==> config.mk <==
export PLATFORM = sky130hd
export DESIGN_NAME = tia_player_graphics_scan
export DESIGN_NICKNAME = d
export VERILOG_FILES = /design/src/rtl/tia_player_graphics_scan.sv
export SDC_FILE = /design/constraint.sdc
export NUM_CORES = 1
export LEC_CHECK = 0
export ABC_AREA = 1
export CORE_MARGIN = 3
export CORE_UTILIZATION = 40
export DETAILED_ROUTE_END_ITERATION = 16
export MAX_ROUTING_LAYER = met4
export PLACE_DENSITY_LB_ADDON = 0.12
export SKIP_CTS_REPAIR_TIMING = 1
export SYNTH_ARGS = -nofsm -noshare
export SYNTH_HDL_FRONTEND = slang
export SYNTH_SLANG_ARGS = --single-unit
==> constraint.sdc <==
create_clock -name clk -period 1.2 [get_ports clk]
set_input_delay 0.24 -clock clk [delete_from_list [all_inputs] [get_ports clk]]
set_output_delay 0.24 -clock clk [all_outputs]
set_load 0.02 [all_outputs]
==> src/rtl/tia_player_graphics_scan.sv <==
// Player graphics serializer: scans GRPx out one bit per count-gate advance after a start strobe.
// Optional TIA_PLAYER_MISSILE_RESET_EN adds the mrst centre-of-player pulse output.
module tia_player_graphics_scan #(
  parameter int unsigned GRP_WIDTH = 8
) (
  input  logic                 clk,
  input  logic                 r,
  input  logic                 start_bar,
  input  logic                 count_bar,
  input  logic                 grp_wr,
  input  logic [GRP_WIDTH-1:0] grp_data,
  input  logic                 copy_old,
  input  logic                 vdel,
  input  logic                 refl,
`ifdef TIA_PLAYER_MISSILE_RESET_EN
  output logic                 mrst,
`endif
  output logic                 pix_out,
  output logic                 scanning
);

  localparam int unsigned IdxW = (GRP_WIDTH > 1) ? $clog2(GRP_WIDTH) : 1;
  localparam logic [IdxW-1:0] IdxLast = IdxW'(GRP_WIDTH - 1);

  typedef enum logic {StIdle, StScan} state_e;

  state_e                 state_q, state_d;
  logic [IdxW-1:0]        idx_q, idx_d;
  logic [GRP_WIDTH-1:0]   grp_new_q, grp_new_d;
  logic [GRP_WIDTH-1:0]   grp_old_q, grp_old_d;
  logic [GRP_WIDTH-1:0]   sel;
  logic [IdxW-1:0]        bitpos;

  always_comb begin
    grp_new_d = grp_wr ? grp_data : grp_new_q;
    // copy_old always captures the pre-edge new register, even on a simultaneous write
    grp_old_d = copy_old ? grp_new_q : grp_old_q;
    state_d   = state_q;
    idx_d     = idx_q;
    // Start (including retrigger) beats any advance on the same edge
    if (!start_bar) begin
      state_d = StScan;
      idx_d   = '0;
    end else if (state_q == StScan && !count_bar) begin
      if (idx_q == IdxLast) begin
        state_d = StIdle;
        idx_d   = '0;
      end else begin
        idx_d = idx_q + 1'b1;
      end
    end
  end

  always_comb begin
    sel      = vdel ? grp_old_q : grp_new_q;
    bitpos   = refl ? idx_q : (IdxLast - idx_q);
    scanning = (state_q == StScan);
    pix_out  = scanning & sel[bitpos];
  end

  always_ff @(posedge clk) begin
    if (r) begin
      state_q   <= StIdle;
      idx_q     <= '0;
      grp_new_q <= '0;
      grp_old_q <= '0;
    end else begin
      state_q   <= state_d;
      idx_q     <= idx_d;
      grp_new_q <= grp_new_d;
      grp_old_q <= grp_old_d;
    end
  end

`ifdef TIA_PLAYER_MISSILE_RESET_EN
  localparam logic [IdxW-1:0] IdxMid = IdxW'(GRP_WIDTH / 2 - 1);

  logic mrst_q;
  logic adv_mid;

  // Only a genuine advance past the centre pixel counts; a retrigger suppresses it
  assign adv_mid = (state_q == StScan) && start_bar && !count_bar && (idx_q == IdxMid);
  assign mrst    = mrst_q;

  always_ff @(posedge clk) begin
    if (r) begin
      mrst_q <= 1'b0;
    end else begin
      mrst_q <= adv_mid;
    end
  end
`endif

endmodule

# ---- Word level (Yosys, flattened, before mapping)
# Cells that the tools add are included.
dict set report classes {
  reduce_logical 4
  muxes 8
  bitwise 2
  magnitude_cmp 1
  n_addsub 2
  eq_ne 3
}
# operator n
set op_table {}
lappend op_table {{8-bit 2-to-1 mux} 1}
lappend op_table {{3-bit 2-to-1 mux} 2}
lappend op_table {{3-bit by 4-bit less-than comparator with 1-bit output, second input constant} 1}
lappend op_table {{1-bit 2-to-1 mux} 4}
lappend op_table {{2-bit by 1-bit != test with 1-bit output, second input constant} 2}
lappend op_table {{3-bit by 1-bit adder with 3-bit output, second input constant} 1}
lappend op_table {{1-bit binary-select mux with 3-bit select} 1}
lappend op_table {{3-bit equality test, second input constant} 1}
lappend op_table {{3-bit subtractor, first input constant} 1}
lappend op_table {{2-bit AND reduction} 1}
lappend op_table {{2-bit OR reduction} 1}
lappend op_table {{1-bit bitwise AND} 1}
lappend op_table {{1-bit logical AND} 1}
lappend op_table {{1-bit logical NOT} 1}
lappend op_table {{1-bit inverter} 1}
dict set report word_totals {
  in_bits 16
  output_inout_bits 2
  ff_bits 20
  word_cells 24
}

# ---- Longest topological paths before layout
# Gate-level depths: netlist of run 1.
dict set report logic_depth {
  ltp_word 5
  depth_mapped 10
  mapped_depth_nobuf 9
}

# ---- Worst setup path before layout of run 1
# Ideal clock, no wire load.
dict set report synth_timing {
  kind {register to output}
  from {register idx_q[0]}
  to {output port pix_out}
  path_slack_ns -0.134
  arrival_ns 1.094
  path_stages_with_launch 10
  required_time_ns 0.960
  path_buffers 0
  path_cell_list {dfxtp_1 inv_1 nand2_1 nand2_2 nand2_1 nand2_1 nand2_1 nand3_1 nand2_1 nor2_1}
}
dict set report synth_between {
  elab_chain_cells 5
}
# item line_no
set synth_rtl {}
lappend synth_rtl {{start, declared} 28} ;# logic [IdxW-1:0] idx_q, idx_d;
lappend synth_rtl {{start signal, assigned} 69} ;# idx_q <= idx_d;
lappend synth_rtl {{3-bit subtractor} 56} ;# bitpos = refl ? idx_q : (IdxLast - idx_q);
lappend synth_rtl {{3-bit 2-to-1 mux *} 56}
lappend synth_rtl {{1-bit binary-select mux with 3-bit select *} 58} ;# pix_out = scanning & sel[bitpos];
lappend synth_rtl {{1-bit 2-to-1 mux (not written as such) *} 58}
lappend synth_rtl {{1-bit bitwise AND *} 58}
lappend synth_rtl {{end, declared} 18} ;# output logic pix_out,
# Mark *: on every way between the ends. The rest lies on a longest branch, timed or not. The select of a mux whose other input is x is not followed.

# ---- Worst setup path after layout of run 1
# Same ends and word-level chain as after synthesis.

==> results of run 1 <==
worst min-delay path by stage:
| stage | start | end | cells past startpoint |
|---|---|---|---|
| floorplan | r | scanning$_SDFFE_PP0P_ | 1 |
| global placement | grp_old_q[5]$_SDFFE_PP0P_ | grp_old_q[5]$_SDFFE_PP0P_ | 2 |
| detailed placement | grp_old_q[2]$_SDFFE_PP0P_ | grp_old_q[2]$_SDFFE_PP0P_ | 2 |
| CTS | r | scanning$_SDFFE_PP0P_ | 2 |
| global route | r | scanning$_SDFFE_PP0P_ | 2 |
| finish | r | scanning$_SDFFE_PP0P_ | 2 |
synthesized netlist by cell type:
master                      n
sky130_fd_sc_hd__inv_2      1
sky130_fd_sc_hd__inv_1     10
sky130_fd_sc_hd__clkbuf_1   1
sky130_fd_sc_hd__dfxtp_1   20
sky130_fd_sc_hd__xnor2_1    1
sky130_fd_sc_hd__nand2_2    1
sky130_fd_sc_hd__nand3_1    1
sky130_fd_sc_hd__nand2_1   46
sky130_fd_sc_hd__xor2_1     1
sky130_fd_sc_hd__nor2_1    39
sky130_fd_sc_hd__buf_6      1
sky130_fd_sc_hd__a21oi_1    4
sky130_fd_sc_hd__o21ai_2    1
sky130_fd_sc_hd__ha_1       2
sky130_fd_sc_hd__o21ai_0   17
sky130_fd_sc_hd__a211oi_1   1
final cells by class:
| type | instances | area share |
|---|---|---|
| Tap cell | 28 | 0.02624 |
| Timing Repair Buffer | 30 | 0.2109 |
| Multi-Input combinational cell | 114 | 0.4002 |
| Clock buffer | 4 | 0.02718 |
| Inverter | 11 | 0.03280 |
| Sequential cell | 20 | 0.3027 |
cell usage in the layout, fill, tap and decap left out, drive strengths merged:
cell | netlist | layout
inv | 11 | 11
a21oi | 4 | 4
ha | 2 | 2
nand3 | 1 | 1
dfxtp | 20 | 20
clkdlybuf4s50 | 0 | 13
clkbuf | 1 | 5
a211oi | 1 | 1
buf | 1 | 14
dlymetal6s2s | 0 | 2
o21ai | 18 | 18
xnor2 | 1 | 1
nand2 | 47 | 47
xor2 | 1 | 1
nor2 | 39 | 39
logic make-up (layout without fill, tap and decap cells):
logic type,count (synthesis),in the layout,share of synthesized area
simple gates,87,87,0.3474
buf+inv,13,45,0.05921
flops,20,20,0.4210
xor+xnor,2,2,0.01842
fa+ha+maj,2,2,0.02631
compound gates,23,23,0.1276
metal layers:
metal | vias to the layer above | GRT usage
li1 | 520 | -
met1 | 407 | 0.2204
met2 | 19 | 0.2224
met3 | 2 | 0.03270
met4 | 0 | 0.03734
met5 | - | -
flip-flops by register name, indices dropped and copies added (netlist names):
name,cells
grp_new_q,8
grp_old_q,8
idx_q,3
scanning,1
through the flow:
step	std cells	setup TNS (ps)	total power (uW)	worst slack (ps)	instance area, um2
final	207	-469.2	1374	-456.3	1335
after global routing	207	-656.2	1456	-549.5	1335
after CTS	207	-1526	1369	-1142	1299
after detailed placement	203	-1206	999.7	-1136	1262
after global placement	203	-1141	993.8	-1098	1262
after floorplan	147	-11.96	869.9	-11.96	962.2
power breakdown:
| group | switching (uW) | total, uW | leakage, uW | internal (uW) |
|---|---|---|---|---|
| combinational | 131 | 264 | 0.000465 | 133 |
| sequential | 28.2 | 732 | 0.000167 | 704 |
| clock | 193 | 378 | 0.0000210 | 185 |
| total | 352 | 1370 | 0.000652 | 1020 |
==> impl_metrics.toml, run 1 <==
[run_status]
status = "finished with violations"
failed_checks = "negative setup slack"

[worst_setup_path]
worst_path_largest_cell_delay_ps = 370
critical_path_peak_fanout = 5
crit_path_frequent_cell = "sky130_fd_sc_hd__nand2_2"
critPathArrivalTime_ps = 1420
worstReg2RegStart = "idx_q[1]$_SDFFE_PP0P_"
timing.critical_path.to_type = "output port"
regToRegEndpoint = "idx_q[0]$_SDFFE_PP0P_"
cp-endpoint = "pix_out"
timing.critical_path.depth = 10
criticalPathCategory = "register to output port"
r2r.worst_path.cells = 6
worst_path_max_delay_cell = "sky130_fd_sc_hd__dfxtp_2"
family_of_cells_with_the_greatest_summed_delay_on_the_critical_path = "simple AND/OR/NAND/NOR gates"
worstPathRequired_ps = 960
worst_setup_path_start_kind = "register"
start_point_of_the_critical_path = "idx_q[0]$_SDFFE_PP0P_"
cp_num_buf_inv = 2
setup.reg_to_reg.worst_slack_ps = -10
series_of_cell_instances_along_the_critical_path = "inv_2, nand2_2, nand2_4, nand2_2, nand2_2, nand2_1, nand2_1, nor2_2, nor2_4, buf_6"

[die]
fp.dieArea_um2 = 2998
num_io_pins = 18
fp.coreArea_um2 = 2233
die-height_um = 54.76
start_util = 0.4258
std_cell_rows = 17
die_x_um = 54.76

[sta]
max_slew.worst_pin.slew_ps = 360.1
fin_skew_ps = 0.8986
final_hold_viol_count = 0
slew-limit-headroom = 0.7595
whs_ps = 494.7
timing_max_transition_violations_final = 0
setup_repair_after_global_routing_missed_its_margin = "yes"
layout_setup_ws_ps = -456.3
timing.final.setup_violations = 2
final_clock_period_utilization_by_the_worst_path = 1.380
max_freq_mhz = 603.8
timing.final.crit_period_ps = 1656

[clocking]
worstSkewPairLatency_ps = 290
ctsRootBufferMaster = "sky130_fd_sc_hd__clkbuf_4"
cts.htree.levels = 1
numCtsBuffers = 3
cts-root-to-sink-buffers = 2
clock-sinks = 20
tritoncts = "built"
clk_pin_slew_worst_paths_ps = 110

[grt]
globalRouteOverflowTotal = 0
number_of_antenna_violations_at_the_first_check_in_global_routing = 0
global_route.usage.total = 0.1555
grt_max_degree = 17
via_count_of_the_first_global_routing_pass = 767
grt_pass1_wl_mm = 3.284

[synthesis]
post-synth-top-area-fraction = 0.4211
synth_area_um2 = 950.9
yosysWarnings = 0
synthTopCellsByArea = "sky130_fd_sc_hd__dfxtp_1 42%, sky130_fd_sc_hd__nand2_1 18%, sky130_fd_sc_hd__nor2_1 15%, sky130_fd_sc_hd__o21ai_0 8.9%, sky130_fd_sc_hd__inv_1 3.9%"
mean_cell_area_of_the_mapped_netlist_um2 = 6.469
number_of_unique_standard_cell_types_used_by_synthesis = 16
sequential_share_of_the_synthesized_area = 0.4211
netlist.top_cell.by_area = "sky130_fd_sc_hd__dfxtp_1"
number_of_synthesized_register_bits = 20
syn_inst = 147
syn_nets = 165

[drt]
met2_length_um = 916
detailroute.via_count = 948
detail-route-antenna-nets = 0
detail_route.vias_per_cell = 4.580
detail_route.wirelength.met1_mm = 1.030
wl_per_cell_um = 10.00
wl_mm = 2.071
drcViolationCount = 0
drt_iter0_markers = 17
dr_wl_met3_um = 112
drtPass1Iterations = 4
route.top_layer_used = "met4"

[hold_path]
worst_hold_class = "input port to register"

[power]
power.ir.vdd_worst_mv = 0.8819
cellPowerDensity_nw_per_um2 = 1029
p_leak_uw = 0.0006520

[finish]
layout-drive-gt1-share = 0.1955
nets = 198
area_growth_syn_to_layout_pct = 40.39
final_core_util = 0.5978
final.fill_count = 224
count_of_inserted_antenna_diode_cells = 0
multi_input_logic_area_um2 = 534.3
sequential_cell_area_um2 = 404.1

[placed_design]
gp_congestion = 0.8029
port_buffers = 17
dp_hpwl_mm = 1.643

[job]
drv_cap = 0
Power figures use the tool's default switching activity.
==> run 2: changes to the inputs <==
--- a/config.mk
+++ b/config.mk
@@ -5,7 +5,6 @@
 export SDC_FILE = /design/constraint.sdc
 export NUM_CORES = 1
 export LEC_CHECK = 0
-export ABC_AREA = 1
 export CORE_MARGIN = 3
 export CORE_UTILIZATION = 40
 export DETAILED_ROUTE_END_ITERATION = 16
@@ -15,3 +14,4 @@
 export SYNTH_ARGS = -nofsm -noshare
 export SYNTH_HDL_FRONTEND = slang
 export SYNTH_SLANG_ARGS = --single-unit
+export TNS_END_PERCENT = 10
==> run 2 against run 1 <==
  * The run still ends with negative setup slack left
  * Clock skew barely moved
  * Die area rose by 4.7%
  * Design area rose by 15%
  * Sequential power fell by 2.7%
  * Global-route usage fell by 0.16 points
  * Area after synthesis rose by 5.3%
  * Final cell count fell by 12%
  * Setup slack got worse by 410 ps
  * Maximum frequency fell by 20%
  * Clock power fell by 19%
  * Largest cell class unchanged
==> impl_metrics.toml, run 2 <==
[run_status]
status = "finished with violations"
failed_checks = "negative setup slack"

[worst_setup_path]
critPathArrivalTime_ps = 1830
series_of_cell_instances_along_the_critical_path = "xnor2_4, mux4_2, o221ai_4, a31oi_4, buf_2"
criticalPathCategory = "register to output port"
worst_path_max_delay_cell = "sky130_fd_sc_hd__mux4_2"
timing.critical_path.to_type = "output port"
family_of_cells_with_the_greatest_summed_delay_on_the_critical_path = "multiplexers"
critical_path_peak_fanout = 6
worstPathRequired_ps = 960
worst_setup_path_start_kind = "register"
worst_path_largest_cell_delay_ps = 540
cp_num_buf_inv = 1

[synthesis]
post_synth_fa_ha_maj_area_fraction = 0.02500
netlist.top_cell.by_area = "sky130_fd_sc_hd__dfxtp_1"
synth_commonest_cells = "23 x sky130_fd_sc_hd__mux2i_1, 22 x sky130_fd_sc_hd__nor2_1, 20 x sky130_fd_sc_hd__dfxtp_1"
post-synth-top-area-fraction = 0.4000
postSynth.asyncResetShare = 0
syn_inst = 109
mean_cell_area_of_the_mapped_netlist_um2 = 9.183
synth_ff_type = "sky130_fd_sc_hd__dfxtp_1"
number_of_unique_standard_cell_types_used_by_synthesis = 29
sequential_share_of_the_synthesized_area = 0.4000
synth_top_family_by_area = "multiplexers"
number_of_synthesized_register_bits = 20
synthTopCellsByArea = "sky130_fd_sc_hd__dfxtp_1 40%, sky130_fd_sc_hd__mux2i_1 23%, sky130_fd_sc_hd__nor2_1 8.3%, sky130_fd_sc_hd__ha_1 2.5%, sky130_fd_sc_hd__mux4_2 2.3%"
synthXorXnorAreaFrac = 0.008750
syn_nets = 127
area_fraction_in_compound_gates_after_synthesis = 0.07125
synth_area_um2 = 1001
synth_edf_count = 0
post_synth_mux_area_share = 0.2638
simple_gate_area_share_of_the_yosys_netlist = 0.1813
yosysMostFrequentCell = "sky130_fd_sc_hd__mux2i_1"
yosysWarnings = 0

[finish]
final_cell_area_um2 = 1530
area_growth_syn_to_layout_pct = 52.88
layout.cells.most_common_list = "31 x sky130_fd_sc_hd__buf_4, 22 x sky130_fd_sc_hd__mux2i_1, 22 x sky130_fd_sc_hd__nor2_1"
layout-drive-gt1-share = 0.3182
instances_no_fill = 182
final_common_cell = "sky130_fd_sc_hd__buf_4"
multi_input_logic_area_um2 = 628.1
sequential_cell_area_um2 = 405.4
count_of_inserted_antenna_diode_cells = 0
nets = 174
final.fill_count = 199
largest_registers = "grp_new_q (8), grp_old_q (8), idx_q (3)"

[clocking]
cts.htree.levels = 1
clock-sinks = 20
ctsRootBufferMaster = "sky130_fd_sc_hd__clkbuf_4"
tritoncts = "built"
worstSkewPairLatency_ps = 290
numCtsBuffers = 3
clk_pin_slew_worst_paths_ps = 100
cts-root-to-sink-buffers = 2

[die]
die_x_um = 56.03
fp.coreArea_um2 = 2297
fp.dieArea_um2 = 3139
std_cell_rows = 17
die-height_um = 56.03
start_util = 0.4357
num_io_pins = 18

[sta]
final_hold_viol_count = 0
final_clock_period_utilization_by_the_worst_path = 1.723
max_freq_mhz = 483.6
totalNegativeSetupSlack_ps = -1017
max_slew.worst_pin.slew_ps = 488.3
fin_skew_ps = 0.7915
setup_repair_after_global_routing_missed_its_margin = "yes"
timing_max_transition_violations_final = 0
slew-limit-headroom = 0.6737
layout_setup_ws_ps = -867.9
timing.final.setup_violations = 4
whs_ps = 509.1
timing.final.crit_period_ps = 2068

[placed_design]
detailed_place.area_um2 = 1448
preCtsSetupSlack_ps = -1412
port_buffers = 17
dp_hpwl_mm = 1.815
place_inst = 178
gp_congestion = 0.7717

[drt]
detailroute.via_count = 913
drt_iter0_markers = 9
wl_mm = 2.281
drcViolationCount = 0
detail-route-antenna-nets = 0
wl_per_cell_um = 12.53
drtPass1Iterations = 4
detail_route.vias_per_cell = 5.016

[job]
drv_cap = 0

[power]
p_leak_uw = 0.0006728
power.ir.vdd_worst_mv = 0.6651
cellPowerDensity_nw_per_um2 = 852.2

[grt]
via_count_of_the_first_global_routing_pass = 840
grt_max_degree = 11
number_of_antenna_violations_at_the_first_check_in_global_routing = 0
globalRouteOverflowTotal = 0
grt_pass1_wl_mm = 3.746
global_route.usage.total = 0.1538

[hold_path]
worst_hold_class = "register to register"
run 2: cell families (layout without fill, tap and decap cells):
kind of cell | after synthesis | in the layout
xor+xnor | 1 | 1
fa+ha+maj | 2 | 2
buf+inv | 11 | 56
flops | 20 | 20
simple gates | 39 | 39
compound gates | 11 | 11
mux | 25 | 25
run 2: worst reg2reg max path, delay by kind of cell, from the launching register on:
kind | cells | cell delay [ps]
fa+ha+maj | 2 | 440
flops | 1 | 390
buf+inv | 1 | 150
mux | 1 | 130
simple gates | 1 | 50
run 2: cell type report:
type | instances | area share
Multi-Input combinational cell | 78 | 0.4105
Timing Repair Buffer | 49 | 0.2772
Inverter | 4 | 0.009812
Clock buffer | 3 | 0.01472
Sequential cell | 20 | 0.2649
Tap cell | 28 | 0.02289
run 2: worst paths after layout:
check | from | to | slack [ps] | cells after the start
max | idx_q[0]$_SDFFE_PP0P_ | pix_out | -870 | 5
min | grp_old_q[0]$_SDFFE_PP0P_ | grp_old_q[0]$_SDFFE_PP0P_ | 510 | 2
max reg2reg | idx_q[0]$_SDFFE_PP0P_ | idx_q[2]$_SDFFE_PP0P_ | -60 | 5
min reg2reg | grp_old_q[0]$_SDFFE_PP0P_ | grp_old_q[0]$_SDFFE_PP0P_ | 510 | 2
run 2: layer usage:
layer / routed length [um] / up-vias / part of all wire / track usage
met3: 68 / 4 / 0.030 / 0.03480
met1: 1101 / 416 / 0.48 / 0.1986
met5: 0 / - / 0 / -
met2: 1080 / 13 / 0.47 / 0.2287
met4: 31 / 0 / 0.014 / 0.06780
li1: - / 480 / - / -
run 2: where the power goes:
| part | leakage (uW) | switching, uW | internal (uW) | total (uW) |
|---|---|---|---|---|
| Sequential | 0.000165 | 20.9 | 691 | 712 |
| Combinational | 0.000494 | 111 | 174 | 286 |
| Clock | 0.0000138 | 189 | 117 | 306 |
| Total | 0.000673 | 321 | 983 | 1300 |
run 2: per-stage QoR:
step / utilization / total power (uW)
final: 0.6661 / 1304
after global routing: 0.6661 / 1371
after floorplan: - / 852.1
after CTS: 0.6400 / 1304
after global placement: 0.6302 / 995.4
after detailed placement: 0.6302 / 1001
